--- src/rtl/dec_scan_ctrl.sv ---
// Scan sequencer for a 3-to-8 decoder: walks the masked codes in ascending
// order, holding enable for a programmable dwell with one blank cycle between codes.
module dec_scan_ctrl #(
    parameter int unsigned DWELL_W = 16
) (
    input  logic               clk,
    input  logic               rst_n,
    input  logic               start,
    input  logic               stop,
    input  logic               oneshot,
    input  logic [7:0]         mask,
    input  logic [DWELL_W-1:0] dwell,
    output logic [2:0]         sel,
    output logic               en,
    output logic               busy,
    output logic               done,
    output logic               wrap
);

    typedef enum logic [1:0] {
        S_IDLE  = 2'd0,
        S_DWELL = 2'd1,
        S_BLANK = 2'd2
    } state_e;

    state_e             state_q, state_d;
    logic [2:0]         sel_q, sel_d;
    logic               en_q, en_d;
    logic               busy_q, busy_d;
    logic               done_q, done_d;
    logic               wrap_q, wrap_d;
    logic [DWELL_W-1:0] cnt_q, cnt_d;
    logic [DWELL_W-1:0] dwell_q, dwell_d;
    logic [7:0]         mask_q, mask_d;
    logic               oneshot_q, oneshot_d;

    logic               start_ok;
    logic               dwell_end;
    logic               last_code;
    logic [7:0]         upper;
    logic               has_above;
    logic [DWELL_W-1:0] dwell_eff;

    function automatic logic [2:0] lowest_bit(input logic [7:0] m);
        logic [2:0] idx;
        idx = 3'd0;
        for (int i = 7; i >= 0; i--) begin
            if (m[i]) idx = 3'(i);
        end
        return idx;
    endfunction

    // Mask bits strictly above the current code (empty when sel is 7)
    assign upper     = mask_q & ~((8'd2 << sel_q) - 8'd1);
    assign has_above = |upper;
    assign start_ok  = start && (mask != 8'd0);
    assign dwell_end = (cnt_q == dwell_q);
    assign last_code = oneshot_q && !has_above;
    assign dwell_eff = (dwell == '0) ? DWELL_W'(1) : dwell;

    always_ff @(posedge clk or negedge rst_n) begin
        if (!rst_n) begin
            state_q   <= S_IDLE;
            sel_q     <= 3'd0;
            en_q      <= 1'b0;
            busy_q    <= 1'b0;
            done_q    <= 1'b0;
            wrap_q    <= 1'b0;
            cnt_q     <= '0;
            dwell_q   <= '0;
            mask_q    <= 8'd0;
            oneshot_q <= 1'b0;
        end else begin
            state_q   <= state_d;
            sel_q     <= sel_d;
            en_q      <= en_d;
            busy_q    <= busy_d;
            done_q    <= done_d;
            wrap_q    <= wrap_d;
            cnt_q     <= cnt_d;
            dwell_q   <= dwell_d;
            mask_q    <= mask_d;
            oneshot_q <= oneshot_d;
        end
    end

    always_comb begin
        state_d = state_q;
        case (state_q)
            S_IDLE:  if (start_ok) state_d = S_DWELL;
            S_DWELL: begin
                if (stop)           state_d = S_IDLE;
                else if (dwell_end) state_d = last_code ? S_IDLE : S_BLANK;
            end
            S_BLANK: state_d = stop ? S_IDLE : S_DWELL;
            default: state_d = S_IDLE;
        endcase
    end

    // Next values of the registered outputs and scan context
    always_comb begin
        sel_d     = sel_q;
        en_d      = en_q;
        busy_d    = busy_q;
        done_d    = 1'b0;
        wrap_d    = 1'b0;
        cnt_d     = cnt_q;
        dwell_d   = dwell_q;
        mask_d    = mask_q;
        oneshot_d = oneshot_q;
        case (state_q)
            S_IDLE: begin
                if (start_ok) begin
                    mask_d    = mask;
                    oneshot_d = oneshot;
                    dwell_d   = dwell_eff;
                    sel_d     = lowest_bit(mask);
                    en_d      = 1'b1;
                    busy_d    = 1'b1;
                    cnt_d     = DWELL_W'(1);
                end
            end
            S_DWELL: begin
                if (stop) begin
                    en_d   = 1'b0;
                    busy_d = 1'b0;
                end else if (dwell_end) begin
                    en_d = 1'b0;
                    if (last_code) begin
                        busy_d = 1'b0;
                        done_d = 1'b1;
                    end
                end else begin
                    cnt_d = cnt_q + DWELL_W'(1);
                end
            end
            S_BLANK: begin
                if (stop) begin
                    en_d   = 1'b0;
                    busy_d = 1'b0;
                end else begin
                    en_d  = 1'b1;
                    cnt_d = DWELL_W'(1);
                    if (has_above) begin
                        sel_d = lowest_bit(upper);
                    end else begin
                        sel_d  = lowest_bit(mask_q);
                        wrap_d = 1'b1;
                    end
                end
            end
            default: begin
                en_d   = 1'b0;
                busy_d = 1'b0;
            end
        endcase
    end

    assign sel  = sel_q;
    assign en   = en_q;
    assign busy = busy_q;
    assign done = done_q;
    assign wrap = wrap_q;

endmodule

--- config.mk ---
export PLATFORM = sky130hd
export DESIGN_NAME = dec_scan_ctrl
export DESIGN_NICKNAME = d
export VERILOG_FILES = /design/src/rtl/dec_scan_ctrl.sv
export SDC_FILE = /design/constraint.sdc
export NUM_CORES = 1
export LEC_CHECK = 0
export CELL_PAD_IN_SITES_DETAIL_PLACEMENT = 1
export CELL_PAD_IN_SITES_GLOBAL_PLACEMENT = 1
export CORE_MARGIN = 1.5
export CORE_UTILIZATION = 48
export CTS_BUF_LIST = sky130_fd_sc_hd__clkbuf_4
export CTS_CLUSTER_DIAMETER = 200
export DETAILED_ROUTE_END_ITERATION = 10
export DONT_BUFFER_PORTS = 1
export PLACE_DENSITY_LB_ADDON = 0.05
export SLEW_MARGIN = 10
export SYNTH_ARGS = -nofsm -noshare
export SYNTH_HDL_FRONTEND = slang
export SYNTH_SLANG_ARGS = --single-unit
--- constraint.sdc ---
create_clock -name clk -period 2.1 [get_ports clk]
set_input_delay 0.42 -clock clk [delete_from_list [all_inputs] [get_ports clk]]
set_output_delay 0.42 -clock clk [all_outputs]
set_load 0.05 [all_outputs]
======== After elaboration in Yosys (flattened, before gate mapping) ========
Index checks and enable logic that the tools add are counted.
storage, ports and cells
  register bits ........................... 50
  bits of input ports ..................... 29
  output and inout bits ................... 7
  logic and storage cells ................. 96
cells by class
  $add $sub $neg .......................... 2
  equality and inequality tests ........... 10
  shift-type cells ........................ 1
  multiplexer cells ....................... 57
  bitwise gates (word level) .............. 2
  reduce and logical (&&, ||, !) cells .... 14
operators by type and width
  kind                   number
  $mux 3                 27
  $mux 16                5
  $pmux 16 s3            1
  $add 16x1->16 const B  1
  $eq 16x16->1           1
  $logic_not 16->1       1
  $mux 1                 16
  $ne 2x2->1 const B     5
  $and 8x8->8            1
  $mux 2                 4
  $not 8->8              1
  $reduce_bool 8->1      1
  $reduce_or 8->1        1
  $shl 2x3->8 const A    1
  $sub 8x1->8 const B    1
  $ne 3x3->1 const B     2
  $pmux 1 s3             2
  $pmux 2 s3             1
  $pmux 3 s2             1
  $reduce_and 5->1       1
  $reduce_and 2->1       2
  $reduce_and 4->1       1
  $reduce_and 3->1       1
  $reduce_bool 3->1      1
  other kinds (6)        7

======== Logic depth before layout (Yosys ltp) ========
  depth in word-level cells ............... 15
  gate-level depth with buffers ........... 8
  depth with buffers taken out ............ 6

======== Worst setup path before layout ========
OpenSTA, ideal clock, no wires.
  kind .................................... reg2reg
  from .................................... reg sel_q[0] (netlist: sel[0])
  to ...................................... reg sel_q[0] (netlist: sel[0])
  library setup time ...................... 129 ps
  arrival ................................. 1,870 ps
  setup slack ............................. 101 ps
  cell stages (with the launch flop) ...... 7
  path buffers ............................ 1
  clock period less this slack ............ 1,999 ps
  path through ............................ dfrtp_1 > clkbuf_1 > or3b_2 > and4_1 > o211a_1 > a211oi_1 > a211oi_1
between the ends
  word-level cells in the longest chain between the ends .. 15
  elaborated cells on any way between the ends .. 16
  classes of those cells .................. add/sub: 1; shift: 1; mux: 11; bitwise: 2; reduce/logical: 1
RTL lines
  what                    RTL line  text
  start, declared         27        logic [2:0] sel_q, sel_d;
  start signal, assigned  75        sel_q <= sel_d;
  $shl 2x3->8 (*)         54        assign upper = mask_q & ~((8'd2 << sel_q) - 8'd1);
  $sub 8x1->8 (*)         54
  $not 8->8 (*)           54
  $and 8x8->8 (*)         54
  $mux 3 (8 in a row)     48        if (m[i]) idx = 3'(i);
  $mux 3 (*)              144       if (has_above) begin
  $mux 3 (*)              138       if (stop) begin
  $pmux 3 s2 (*)          111       case (state_q)
Mark *: on every way between the ends. The rest lies on a longest branch, timed or not. The select of a mux whose other input is x is not followed.
A chain may end at the register's enable or synchronous reset.

======== Worst setup path after layout ========
  from .................................... reg cnt_q[0]
  to ...................................... reg cnt_q[14]
between the ends
  word-level cells in the longest chain between the ends .. 4
  elaborated cells on any way between the ends .. 7
  classes of those cells .................. add/sub: 1; eq/ne: 2; mux: 3; reduce/logical: 1
RTL lines
  what                    RTL line  text
  start, declared         32        logic [DWELL_W-1:0] cnt_q, cnt_d;
  start signal, assigned  80        cnt_q <= cnt_d;
  $add 16x1->16           134       cnt_d = cnt_q + DWELL_W'(1);
  $mux 16                 127       end else if (dwell_end) begin
  $mux 16                 124       if (stop) begin
  $pmux 16 s3             111
Parallel ways exist; a longest one is shown, timed or not. The select of a mux whose other input is x is not followed.

==> results.yml <==
run_status:
  status: "complete, no violations"
cts:
  clock_latency_ps: 380
  clk_pin_slew_worst_paths_ps: 160
  cts_buffer_depth: 2
  numCtsBuffers: 5
  htreeDepth: 2
  cts_tree: "yes"
  clock-sinks: 50
  root_buffer: "clkbuf_4"
synth:
  synth_top_family_by_area: "simple AND/OR/NAND/NOR gates"
  avgSynthCellArea_um2: 10.1
  synth-edff-count: 0
  syn_nets: 317
  synth_adder_area_share_pct: 0.433
  ys_types: 59
  yosys_warnings: 0
  synth_ff_type: "dfrtp_1"
  synthSimpleGateAreaFrac_pct: 22.7
  synth_seq_area_share_pct: 43.3
  ys_seq_elements: 50
  muxShareOfSynthArea_pct: 9.26
  synth_xor_xnor_area_share_pct: 4.84
  synthArstFlopShare_pct: 100
  netlist_instances: 287
  synth_area_um2: 2890
  synth-compound-area-share_pct: 15.5
global_routing:
  grt_usage_pct: 25.7
  antenna_found_initial: 0
  grt.overflow.total: 0
  grt_pass1_wl_um: 12400
  grt_max_degree: 51
  grt_pass1_vias: 2460
die:
  rows: 28
  initial_utilization_pct: 49.1
  io_pins: 36
  die_area_um2: 6500
  fp.dieH_um: 80.6
  die_width_um: 80.6
  coreArea_um2: 5890
placed_design:
  gp_congestion: 0.814
  port_buffers: 0
  dpl.hpwl_um: 5750
detailed_routing:
  wl_per_cell_um: 20.5
  ant_nets: 0
  viasPerCell: 6.24
  remaining_drc_errors: 0
  wl_um: 7650
  dr.first_iter.drc_count: 72
  vias: 2327
  dr.pass1.iters: 4
pwr:
  pwr-share-clk_pct: 17.6
  p_sw_mw: 0.900
  ir_drop_mv: 0.408
  seqPwrFrac_pct: 52.0
  p_leak_nw: 1.24
  switching_share_pct: 35.9
  internal_power_mw: 1.61
  pwr-share-comb_pct: 30.4
  cellPowerDensity_nw_per_um2: 796
setup_path:
  slowest_delay_ps: 490
  cp_max_fo: 5
  path_delay_family: "simple AND/OR/NAND/NOR gates"
  worst-endpoint-required_ps: 2420
  cp-start-kind: "register"
  crit_buf_inv: 0
  path_cells: "ha_1, and4_1, nand2_1, or3_2, or3_1, a21oi_1"
  setup.worst_path.end_class: "register"
  critPathArrivalTime_ps: 2320
  crit_type: "register to register"
  cp_slowest_cell: "or3_2"
timing:
  drv_slew: 0
  max_freq_ghz: 0.502
  final_hold_viol_count: 0
  tightest_slew_ps: 504
  fin_crit_sh_pct: 94.9
  grt_setup_unrepaired: "no"
  final.setup.tns_ps: 0
  setup_violations: 0
  skew_ps: 20.8
  relSlewSlack_pct: 65.9
  fin_crit_ps: 1990
layout:
  areaGrowthSynthToFinish_pct: 8.82
  num-nets-final: 327
  final_util_pct: 53.5
  layout-drive-gt1-share_pct: 20.8
  diodes: 0
hold_path:
  hold_path.class: "input pin to register"
flow_run:
  drv_cap: 0
## layout by cell type (no fill, tap or decap), types with 7 or more instances in the layout
| master | n |
|---|---|
| nor4_1 | 7 |
| o21ai_0 | 12 |
| nand3_1 | 8 |
| dfrtp_1 | 50 |
| xnor2_1 | 16 |
| mux2_2 | 22 |
| nor2_1 | 16 |
| nand2b_1 | 11 |
| nand2_1 | 19 |
| a21oi_1 | 13 |
| nand4_1 | 10 |
| buf_4 | 16 |
| o211ai_1 | 7 |
| or3_1 | 7 |
## repair_timing
action,CTS,global route
hold buffers,2,0
setup endpoints to repair,0,1
endpoints found under the hold margin,50,0
resized for setup,0,0
setup buffers,0,2
## logic make-up (layout without fill, tap and decap cells)
family | Yosys count | in the layout
compound gates | 65 | 65
xor+xnor | 16 | 16
fa+ha+maj | 1 | 1
buf+inv | 21 | 32
flops | 50 | 50
mux | 24 | 24
simple gates | 110 | 110
## worst paths after layout
kind / depth (start not counted) / startpoint / endpoint / slack, ps
worst max-delay path: 6 / cnt_q[0]$_DFFE_PN0P_ / cnt_q[14]$_DFFE_PN0P_ / 110
worst min-delay path: 1 / stop / wrap$_DFF_PN0_ / 90
worst max register to register: 6 / cnt_q[0]$_DFFE_PN0P_ / cnt_q[14]$_DFFE_PN0P_ / 110
worst min register to register: 1 / oneshot_q$_DFFE_PN0P_ / state_q[1]$_DFFE_PN0P_ / 500
max in group asynchronous: 2 / rst_n / cnt_q[11]$_DFFE_PN0P_ / 1320
min in group asynchronous: 2 / rst_n / state_q[1]$_DFFE_PN0P_ / 510
## sequential cells by signal, summed over array words and instances (netlist names)
signal / count
busy: 1
state_q: 2
dwell_q: 16
en: 1
cnt_q: 16
sel: 3
done: 1
oneshot_q: 1
mask_q: 8
wrap: 1
## per-stage QoR
step	setup WS, ps	total power, mW	area [um2]	std cells	hold WS (ps)
4_1_cts	74.9	2.52	3130	371	83.5
2_1_floorplan	101	1.80	2890	287	124
3_3_place_gp	154	2.01	3040	361	126
5_1_grt	6.76	2.65	3150	373	69.2
3_5_place_dp	63.5	2.04	3040	361	126
6_report	107	2.51	3150	373	87.1
## synth_stat cells, drive strengths merged (2+ instances only)
| cell type | instances | area (um2) |
|---|---|---|
| dfrtp | 50 | 1250 |
| mux2 | 22 | 248 |
| nand2 | 19 | 71.3 |
| nor2 | 16 | 60.1 |
| xnor2 | 16 | 140 |
| a21oi | 13 | 65.1 |
| o21ai | 12 | 60.1 |
| nand2b | 11 | 68.8 |
| nand4 | 11 | 75.1 |
| clkbuf | 9 | 53.8 |
| nor4 | 9 | 68.8 |
| or3 | 9 | 58.8 |
| buf | 8 | 47.5 |
| nand3 | 8 | 40.0 |
| o211ai | 7 | 52.6 |
| o21bai | 5 | 37.5 |
| or4 | 5 | 37.5 |
| inv | 4 | 15.0 |
| nor2b | 4 | 25.0 |
| o31ai | 4 | 30.0 |
| and4 | 3 | 26.3 |
| o311ai | 3 | 26.3 |
| a211oi | 2 | 15.0 |
| a31oi | 2 | 12.5 |
| and3 | 2 | 17.5 |
| mux2i | 2 | 20.0 |
| nor3 | 2 | 10.0 |
| nor3b | 2 | 26.3 |
| o21a | 2 | 15.0 |
| o21ba | 2 | 20.0 |
| o41ai | 2 | 17.5 |
| or2 | 2 | 12.5 |
| or3b | 2 | 17.5 |
## final cells by class
| type | count | area [um2] |
|---|---|---|
| repair buffers | 20 | 198 |
| multi-input cells | 216 | 1540 |
| well taps | 75 | 93.8 |
| fillers | 670 | 2740 |
| flip-flops and latches | 50 | 1250 |
| inverters | 4 | 15.0 |
| clock buffers | 5 | 37.5 |
| clock inverters | 3 | 16.3 |
## power by group through the flow
stage,combinational (mW),sequential [mW],clock (mW)
after floorplan,0.500,1.30,0
after global placement,0.693,1.32,0
after detailed placement,0.712,1.33,0
after CTS,0.746,1.31,0.461
after global routing,0.829,1.33,0.498
final,0.762,1.30,0.442
## per-layer routing
layer | up-vias | track usage (%) | wire length (um)
li1 | 1100 | - | -
met4 | 0 | 9.31 | 201
met2 | 39 | 45.5 | 4030
met1 | 1172 | 30.7 | 3210
met3 | 16 | 5.00 | 213
met5 | - | 0 | 0
(Power assumes the default switching activity.)
